File: src/rtl/multi_clk_en_gen_if.sv
// Control/status bundle for multi_clk_en_gen: run enables, divisor write port, sync and enable outputs.
// sq_out exists only when MULTI_CLK_EN_SQUARE_EN is defined.
interface multi_clk_en_gen_if #(
  parameter int NUM_CH    = 4,
  parameter int DIV_WIDTH = 16
);
  localparam int CH_W = (NUM_CH > 1) ? $clog2(NUM_CH) : 1;

  logic [NUM_CH-1:0]    run;
  logic                 wr_en;
  logic [CH_W-1:0]      wr_ch;
  logic [DIV_WIDTH-1:0] wr_div;
  logic                 sync;
  logic [NUM_CH-1:0]    clk_en;
  logic [NUM_CH-1:0]    pending;
`ifdef MULTI_CLK_EN_SQUARE_EN
  logic [NUM_CH-1:0]    sq_out;

  modport master (output run, wr_en, wr_ch, wr_div, sync,
                  input  clk_en, pending, sq_out);
  modport slave  (input  run, wr_en, wr_ch, wr_div, sync,
                  output clk_en, pending, sq_out);
`else
  modport master (output run, wr_en, wr_ch, wr_div, sync,
                  input  clk_en, pending);
  modport slave  (input  run, wr_en, wr_ch, wr_div, sync,
                  output clk_en, pending);
`endif
endinterface

File: src/rtl/multi_clk_en_gen.sv
// NUM_CH independent clock-enable dividers with glitch-free shadowed divisor updates and global sync.
// Optional square-wave outputs (sq_out) are built when MULTI_CLK_EN_SQUARE_EN is defined.
module multi_clk_en_gen #(
  parameter int NUM_CH      = 4,
  parameter int DIV_WIDTH   = 16,
  parameter int DEFAULT_DIV = 40
) (
  input logic             CLK_40,
  input logic             reset,
  multi_clk_en_gen_if.slave bus
);
  localparam logic [DIV_WIDTH-1:0] DEF = DIV_WIDTH'(DEFAULT_DIV);
  localparam logic [DIV_WIDTH-1:0] ONE = DIV_WIDTH'(1);

  logic [DIV_WIDTH-1:0] cnt_q [NUM_CH];
  logic [DIV_WIDTH-1:0] cnt_d [NUM_CH];
  logic [DIV_WIDTH-1:0] act_q [NUM_CH];
  logic [DIV_WIDTH-1:0] act_d [NUM_CH];
  logic [DIV_WIDTH-1:0] sh_q  [NUM_CH];
  logic [DIV_WIDTH-1:0] sh_d  [NUM_CH];
  logic [DIV_WIDTH-1:0] term  [NUM_CH];
  logic [NUM_CH-1:0]    pend_q, pend_d;
  logic [NUM_CH-1:0]    en_q, en_d;
  logic [NUM_CH-1:0]    wr_hit, act_zero, tc;

  for (genvar g = 0; g < NUM_CH; g++) begin : g_ch
    assign wr_hit[g]   = bus.wr_en && (32'(bus.wr_ch) == g);
    assign act_zero[g] = (act_q[g] == '0);
    // terminal value is only formed for a non-zero divisor
    assign term[g]     = act_zero[g] ? '0 : act_q[g] - ONE;
    assign tc[g]       = bus.run[g] && !act_zero[g] && (cnt_q[g] == term[g]);
  end

  always_comb begin
    cnt_d  = cnt_q;
    act_d  = act_q;
    sh_d   = sh_q;
    pend_d = pend_q;
    en_d   = '0;
    for (int i = 0; i < NUM_CH; i++) begin
      if (wr_hit[i]) sh_d[i] = bus.wr_div;
      if (bus.sync) begin
        cnt_d[i]  = '0;
        pend_d[i] = 1'b0;
        if (wr_hit[i])      act_d[i] = bus.wr_div;
        else if (pend_q[i]) act_d[i] = sh_q[i];
      end else if (tc[i]) begin
        cnt_d[i]  = '0;
        en_d[i]   = 1'b1;
        pend_d[i] = 1'b0;
        if (wr_hit[i])      act_d[i] = bus.wr_div;
        else if (pend_q[i]) act_d[i] = sh_q[i];
      end else begin
        if (act_zero[i])      cnt_d[i] = '0;
        else if (bus.run[i])  cnt_d[i] = cnt_q[i] + ONE;
        // idle or disabled channels take a pending divisor without waiting
        if (pend_q[i] && (act_zero[i] || !bus.run[i])) begin
          act_d[i]  = sh_q[i];
          pend_d[i] = 1'b0;
        end
        if (wr_hit[i]) pend_d[i] = 1'b1;
      end
    end
  end

  always_ff @(posedge CLK_40) begin
    if (reset) begin
      cnt_q  <= '{default: '0};
      act_q  <= '{default: DEF};
      sh_q   <= '{default: DEF};
      pend_q <= '0;
      en_q   <= '0;
    end else begin
      cnt_q  <= cnt_d;
      act_q  <= act_d;
      sh_q   <= sh_d;
      pend_q <= pend_d;
      en_q   <= en_d;
    end
  end

  assign bus.clk_en  = en_q;
  assign bus.pending = pend_q;

`ifdef MULTI_CLK_EN_SQUARE_EN
  logic [NUM_CH-1:0] sq_q, sq_d;

  always_comb begin
    sq_d = bus.sync ? '0 : (sq_q ^ en_d);
  end

  always_ff @(posedge CLK_40) begin
    if (reset) sq_q <= '0;
    else       sq_q <= sq_d;
  end

  assign bus.sq_out = sq_q;
`endif
endmodule

File: src/flat_wrapper.sv
// flat-port wrapper written by rule: the top's interface ports become plain ports
module multi_clk_en_gen_flat 
#(
  parameter int NUM_CH      = 4,
  parameter int DIV_WIDTH   = 16,
  parameter int DEFAULT_DIV = 40
)
  (CLK_40, reset, bus_run, bus_wr_en, bus_wr_ch, bus_wr_div, bus_sync, bus_clk_en, bus_pending);
  multi_clk_en_gen_if #(.NUM_CH(NUM_CH), .DIV_WIDTH(DIV_WIDTH)) bus_i ();
  input logic CLK_40;
  input logic reset;
  input wire logic [$bits(bus_i.run)-1:0] bus_run;
  input wire logic [$bits(bus_i.wr_en)-1:0] bus_wr_en;
  input wire logic [$bits(bus_i.wr_ch)-1:0] bus_wr_ch;
  input wire logic [$bits(bus_i.wr_div)-1:0] bus_wr_div;
  input wire logic [$bits(bus_i.sync)-1:0] bus_sync;
  output wire logic [$bits(bus_i.clk_en)-1:0] bus_clk_en;
  output wire logic [$bits(bus_i.pending)-1:0] bus_pending;
  assign bus_i.run = bus_run;
  assign bus_i.wr_en = bus_wr_en;
  assign bus_i.wr_ch = bus_wr_ch;
  assign bus_i.wr_div = bus_wr_div;
  assign bus_i.sync = bus_sync;
  assign bus_clk_en = bus_i.clk_en;
  assign bus_pending = bus_i.pending;
  multi_clk_en_gen #(.NUM_CH(NUM_CH), .DIV_WIDTH(DIV_WIDTH), .DEFAULT_DIV(DEFAULT_DIV)) u_core (.CLK_40(CLK_40), .reset(reset), .bus(bus_i));
endmodule
File: config.mk
export PLATFORM = sky130hd
export DESIGN_NAME = multi_clk_en_gen_flat
export DESIGN_NICKNAME = d
export VERILOG_FILES = /design/src/rtl/multi_clk_en_gen_if.sv /design/src/rtl/multi_clk_en_gen.sv /design/src/flat_wrapper.sv
export SDC_FILE = /design/constraint.sdc
export NUM_CORES = 1
export LEC_CHECK = 0
export BUFFER_PORTS_ARGS = -buffer_cell sky130_fd_sc_hd__buf_2
export CAP_MARGIN = 15
export CORE_UTILIZATION = 40
export DETAILED_ROUTE_END_ITERATION = 7
export MAX_ROUTING_LAYER = met4
export PLACE_DENSITY = 0.66
export SETUP_SLACK_MARGIN = 0.1
export SLEW_MARGIN = 25
export SYNTH_ARGS = -nofsm -noshare
export SYNTH_HDL_FRONTEND = slang
export SYNTH_SLANG_ARGS = --single-unit
File: constraint.sdc
create_clock -name CLK_40 -period 3.1 [get_ports CLK_40]
set_input_delay 0.465 -clock CLK_40 [delete_from_list [all_inputs] [get_ports CLK_40]]
set_output_delay 0.465 -clock CLK_40 [all_outputs]
set_load 0.05 [all_outputs]
==> summary by stage <==
Place
Timing analysis after detailed placement gives a worst setup slack of -0.120 ns. The final weighted congestion in routability-driven placement is 0.964. Buffers placed on the I/O ports in this run total 33.

The HPWL reported at the end of detailed placement is 23.6 mm. Including well taps, the total number of placed cells is 1964.

Timing
The relative slew slack is 0.441. Once routing completed, OpenROAD measured the worst setup slack at -0.0278 ns. The number of endpoints with negative hold slack in the final report was 0.

Setup repair after global routing could not meet its margin everywhere. The final setup violation count is 16. Clock skew on the completed layout was measured at 0.0128 ns. The transition time at the pin with the least slew margin is 0.836 ns. The summed negative setup slack over all endpoints is -0.316 ns. The max-slew violation count is 0. For this run, the top clock speed supported by timing is 320 MHz. Subtracting the final worst setup slack from the clock period gives 3.13 ns. The final clock period utilization by the worst path is 1.01. Hold is met by 0.355 ns.

Synth
The number of synthesis warnings is 0. The average cell area after synthesis is 7.78 um2. Of the synthesized area, sequential elements account for 0.330.

The post-synthesis cell area is 0.0121 mm2. The share of synthesized area in the top cell type comes to 0.330. Sorting the synthesized cells by area gives the leading types as dfxtp_1 33%, mux2i_1 9.1%, nand2_1 6.4%. The number of flops mapped to enable cells by yosys is 0. After technology mapping, the gate count stands at 1561. In this run, distinct cell masters in the synthesized netlist total 83. After synthesis, the most frequently instantiated cells are 208 x nand2_1, 200 x dfxtp_1, 190 x nor2_1, 111 x mux2i_1, 91 x clkbuf_1. The number of nets handed over by synthesis was 1595.

The most used standard cell by instance count after synthesis is nand2_1. The post-synthesis sequential element count is 200. The biggest area contributor in the post-synthesis netlist is dfxtp_1. The leading register cell type out of synthesis is dfxtp_1. After synthesis, the share of flip-flops with an asynchronous set or reset is 0.

Clocking
The H-tree was split into 4 levels. Clock latency on the worst-skew pair, taken at its later pin, is 0.44 ns. The number of sinks on the clock net is 200. The longest clock path from root to sink contains 2 buffers. Clock tree synthesis selected as its root buffer the cell clkbuf_16. In this run, CTS created clock tree buffers numbering 17. The clock transition at the registers of the reported paths is 0.08 ns.

TritonCTS built the clock tree.

Global routing
The number of antenna violations at the first check in global routing came to 1. The global-route wire length before repair is 54.8 mm. The largest net degree at the start of global routing is 45. Global routing finished with a remaining overflow of 0.

For this run, the total global-route usage over all layers was measured as 0.223. The via count of the first global-routing pass was 10700.

Layout
In the final layout, the share of cells above drive strength 1 is 0.177. The synthesis-to-finish area growth is 18.0%. The area of the multi-input gates is 0.00802 mm2. Across the whole layout, storage elements account for 0.00402 mm2. The final cell count without fillers is 2011.

The number of filler cells placed in the layout is 2890. The final net count is 1641. The core occupancy in the finished layout is 0.481.

Floorplanning
The horizontal die dimension is 176 um. The die outline area is 0.0311 mm2. The floorplan has 63 rows. For this configuration, the core starts out at a cell density of 0.408. In this run the standard cell core region covers 0.0298 mm2. The die extent in y is 176 um. The top-level port count is 34.

Run
Across the run, the number of max-cap violations was 0.

Worst setup path
The cell that appears most often on the critical path is or4_4. The library cell contributing the largest single delay on the critical path is or4_4. The worst reg-to-reg setup slack is -0.03 ns. In this run the critical register-to-register path is captured at u_core.cnt_q[50]$_SDFFE_PP0P_. Measured in cells, the most critical reg-to-reg path has a length of 10.

The cell family contributing the most delay on the critical path is simple AND/OR/NAND/NOR gates. Walking the worst path, the cells encountered are or4_4, or4_4, mux2_4, mux2i_1, o2111ai_1, or3_1, and2b_4, or3b_1, buf_12, nor2_1. The critical path class is flip-flop to flip-flop. Counting both buffers and inverters, the worst setup path holds a total of 1. The largest incremental delay on the critical path is 0.55 ns.

The critical-path maximum fanout is 16. The worst setup path is launched from a flip-flop. Data on the critical path arrives at its endpoint at 3.46 ns. The worst reg2reg path startpoint is u_core.act_q[58]$_SDFFE_PP0P_. The endpoint kind of the worst setup timing path is a flip-flop. STA puts the critical path data required time at 3.43 ns.

Routing
The detailed-route vias per instance is 5.70. The final antenna-violating net count is 0. The sum of routed wire length over all layers is 33.8 mm.

The total DRC errors in the routed layout is 0. The average wire per cell in the routed design is 16.8 um. The routed via count is 11500. The number of DRC markers in iteration 0 is 982.

For this run, the detailed router's first-pass iteration total came to 7.

Status
The run finished, with violations left. The checks that failed: negative setup slack.

Worst hold path
The type of the most critical hold path is input pin to flip-flop. The cell count of the worst hold path is 3. The worst-case hold path end point is u_core.sh_q[9]$_SDFFE_PP0P_. The worst hold path startpoint is bus_wr_div[9].

Pwr
IR analysis of the VDD net gives a maximum drop of 0.284 mV. The total power density per cell area is 422 mW/mm2. The leakage power figure is 5.04 nW.
[routing by layer]
layer / global-route usage / share of wire / vias to the layer above
met5: - / 0 / -
met4: 0.0620 / 0.014 / 0
met3: 0.0280 / 0.038 / 35
met2: 0.363 / 0.48 / 268
met1: 0.290 / 0.47 / 5503
li1: - / - / 5650
[report_power, final]
| part | internal (W) | total [W] | switching [W] |
|---|---|---|---|
| Clock | 0.00123 | 0.00234 | 0.00111 |
| Combinational | 0.000412 | 0.000969 | 0.000557 |
| Sequential | 0.00265 | 0.00275 | 0.0000980 |
| Total | 0.00429 | 0.00606 | 0.00176 |
[state kept, by name, summed over array words and instances, names as in the netlist]
| name | cells |
|---|---|
| u_core.cnt_q | 64 |
| u_core.bus.pending | 4 |
| u_core.act_q | 64 |
| u_core.sh_q | 64 |
| u_core.bus.clk_en | 4 |
[worst max-delay path by stage]
| stage | from | end | slack (ns) | cells after the start |
|---|---|---|---|---|
| finish | u_core.act_q[58]$_SDFFE_PP0P_ | u_core.cnt_q[50]$_SDFFE_PP0P_ | -0.03 | 10 |
| global route | u_core.act_q[58]$_SDFFE_PP0P_ | u_core.cnt_q[50]$_SDFFE_PP0P_ | -0.13 | 10 |
| CTS | u_core.act_q[58]$_SDFFE_PP0P_ | u_core.cnt_q[50]$_SDFFE_PP0P_ | -0.05 | 10 |
| detailed placement | u_core.act_q[51]$_SDFFE_PP1P_ | u_core.cnt_q[51]$_SDFFE_PP0P_ | -0.12 | 10 |
| global placement | u_core.act_q[51]$_SDFFE_PP1P_ | u_core.cnt_q[63]$_SDFFE_PP0P_ | -0.08 | 12 |
| floorplan | u_core.act_q[56]$_SDFFE_PP0P_ | u_core.cnt_q[61]$_SDFFE_PP0P_ | -0.01 | 12 |
[worst register-to-register path, stage by stage, from the launching register on]
cell       delay, ns
dfxtp_1         0.32
or4_4           0.53
or4_4           0.55
mux2_4          0.31
mux2i_1         0.14
o2111ai_1       0.11
or3_1           0.41
and2b_4         0.23
or3b_1          0.22
buf_12          0.15
nor2_1          0.05
[cell usage in the layout (no fill, tap or decap), drive strengths merged, types with 8 or more instances in the layout]
cell type	instances
and2	12
or4	18
buf	147
o21ai	78
nor2	190
a31oi	22
ha	8
a32o	8
nor2b	10
and4	8
nand2	208
or2	8
or3	16
clkbuf	17
inv	28
nand4	35
mux2i	111
a211oi	43
a21oi	82
and3	21
xnor2	58
nor3	35
dfxtp	200
nor3b	8
nand3	46
xor2	66
nor4	27
[logic make-up after synthesis]
| logic type | share of synthesized area |
|---|---|
| fa+ha+maj | 0.00824 |
| buf+inv | 0.0478 |
| simple gates | 0.265 |
| mux | 0.0955 |
| xor+xnor | 0.0933 |
| flops | 0.330 |
| compound gates | 0.161 |
[through the flow]
step	instance area, um2	power [W]
2_1_floorplan	12200	0.00338
3_3_place_gp	13200	0.00367
3_5_place_dp	13200	0.00369
4_1_cts	13900	0.00603
5_1_grt	14300	0.00632
6_report	14300	0.00606
[layout make-up]
| type | instances | share of cell area |
|---|---|---|
| well taps | 390 | 0.0340 |
| clock buffers | 17 | 0.0297 |
| flip-flops and latches | 200 | 0.280 |
| clock inverters | 15 | 0.0132 |
| inverters | 22 | 0.00576 |
| diodes | 1 | 0.000175 |
| repair buffers | 147 | 0.0777 |
| multi-input cells | 1219 | 0.559 |
[repair_timing]
| item | CTS | global route |
|---|---|---|
| gates resized for setup | 16 | 77 |
| gates cloned | 0 | 1 |
| setup endpoints to repair | 87 | 113 |
| pin swaps | 4 | 14 |
| buffers inserted | 0 | 13 |
| hold buffers | 0 | 0 |
Note: power is estimated with default switching activity, not from simulation.
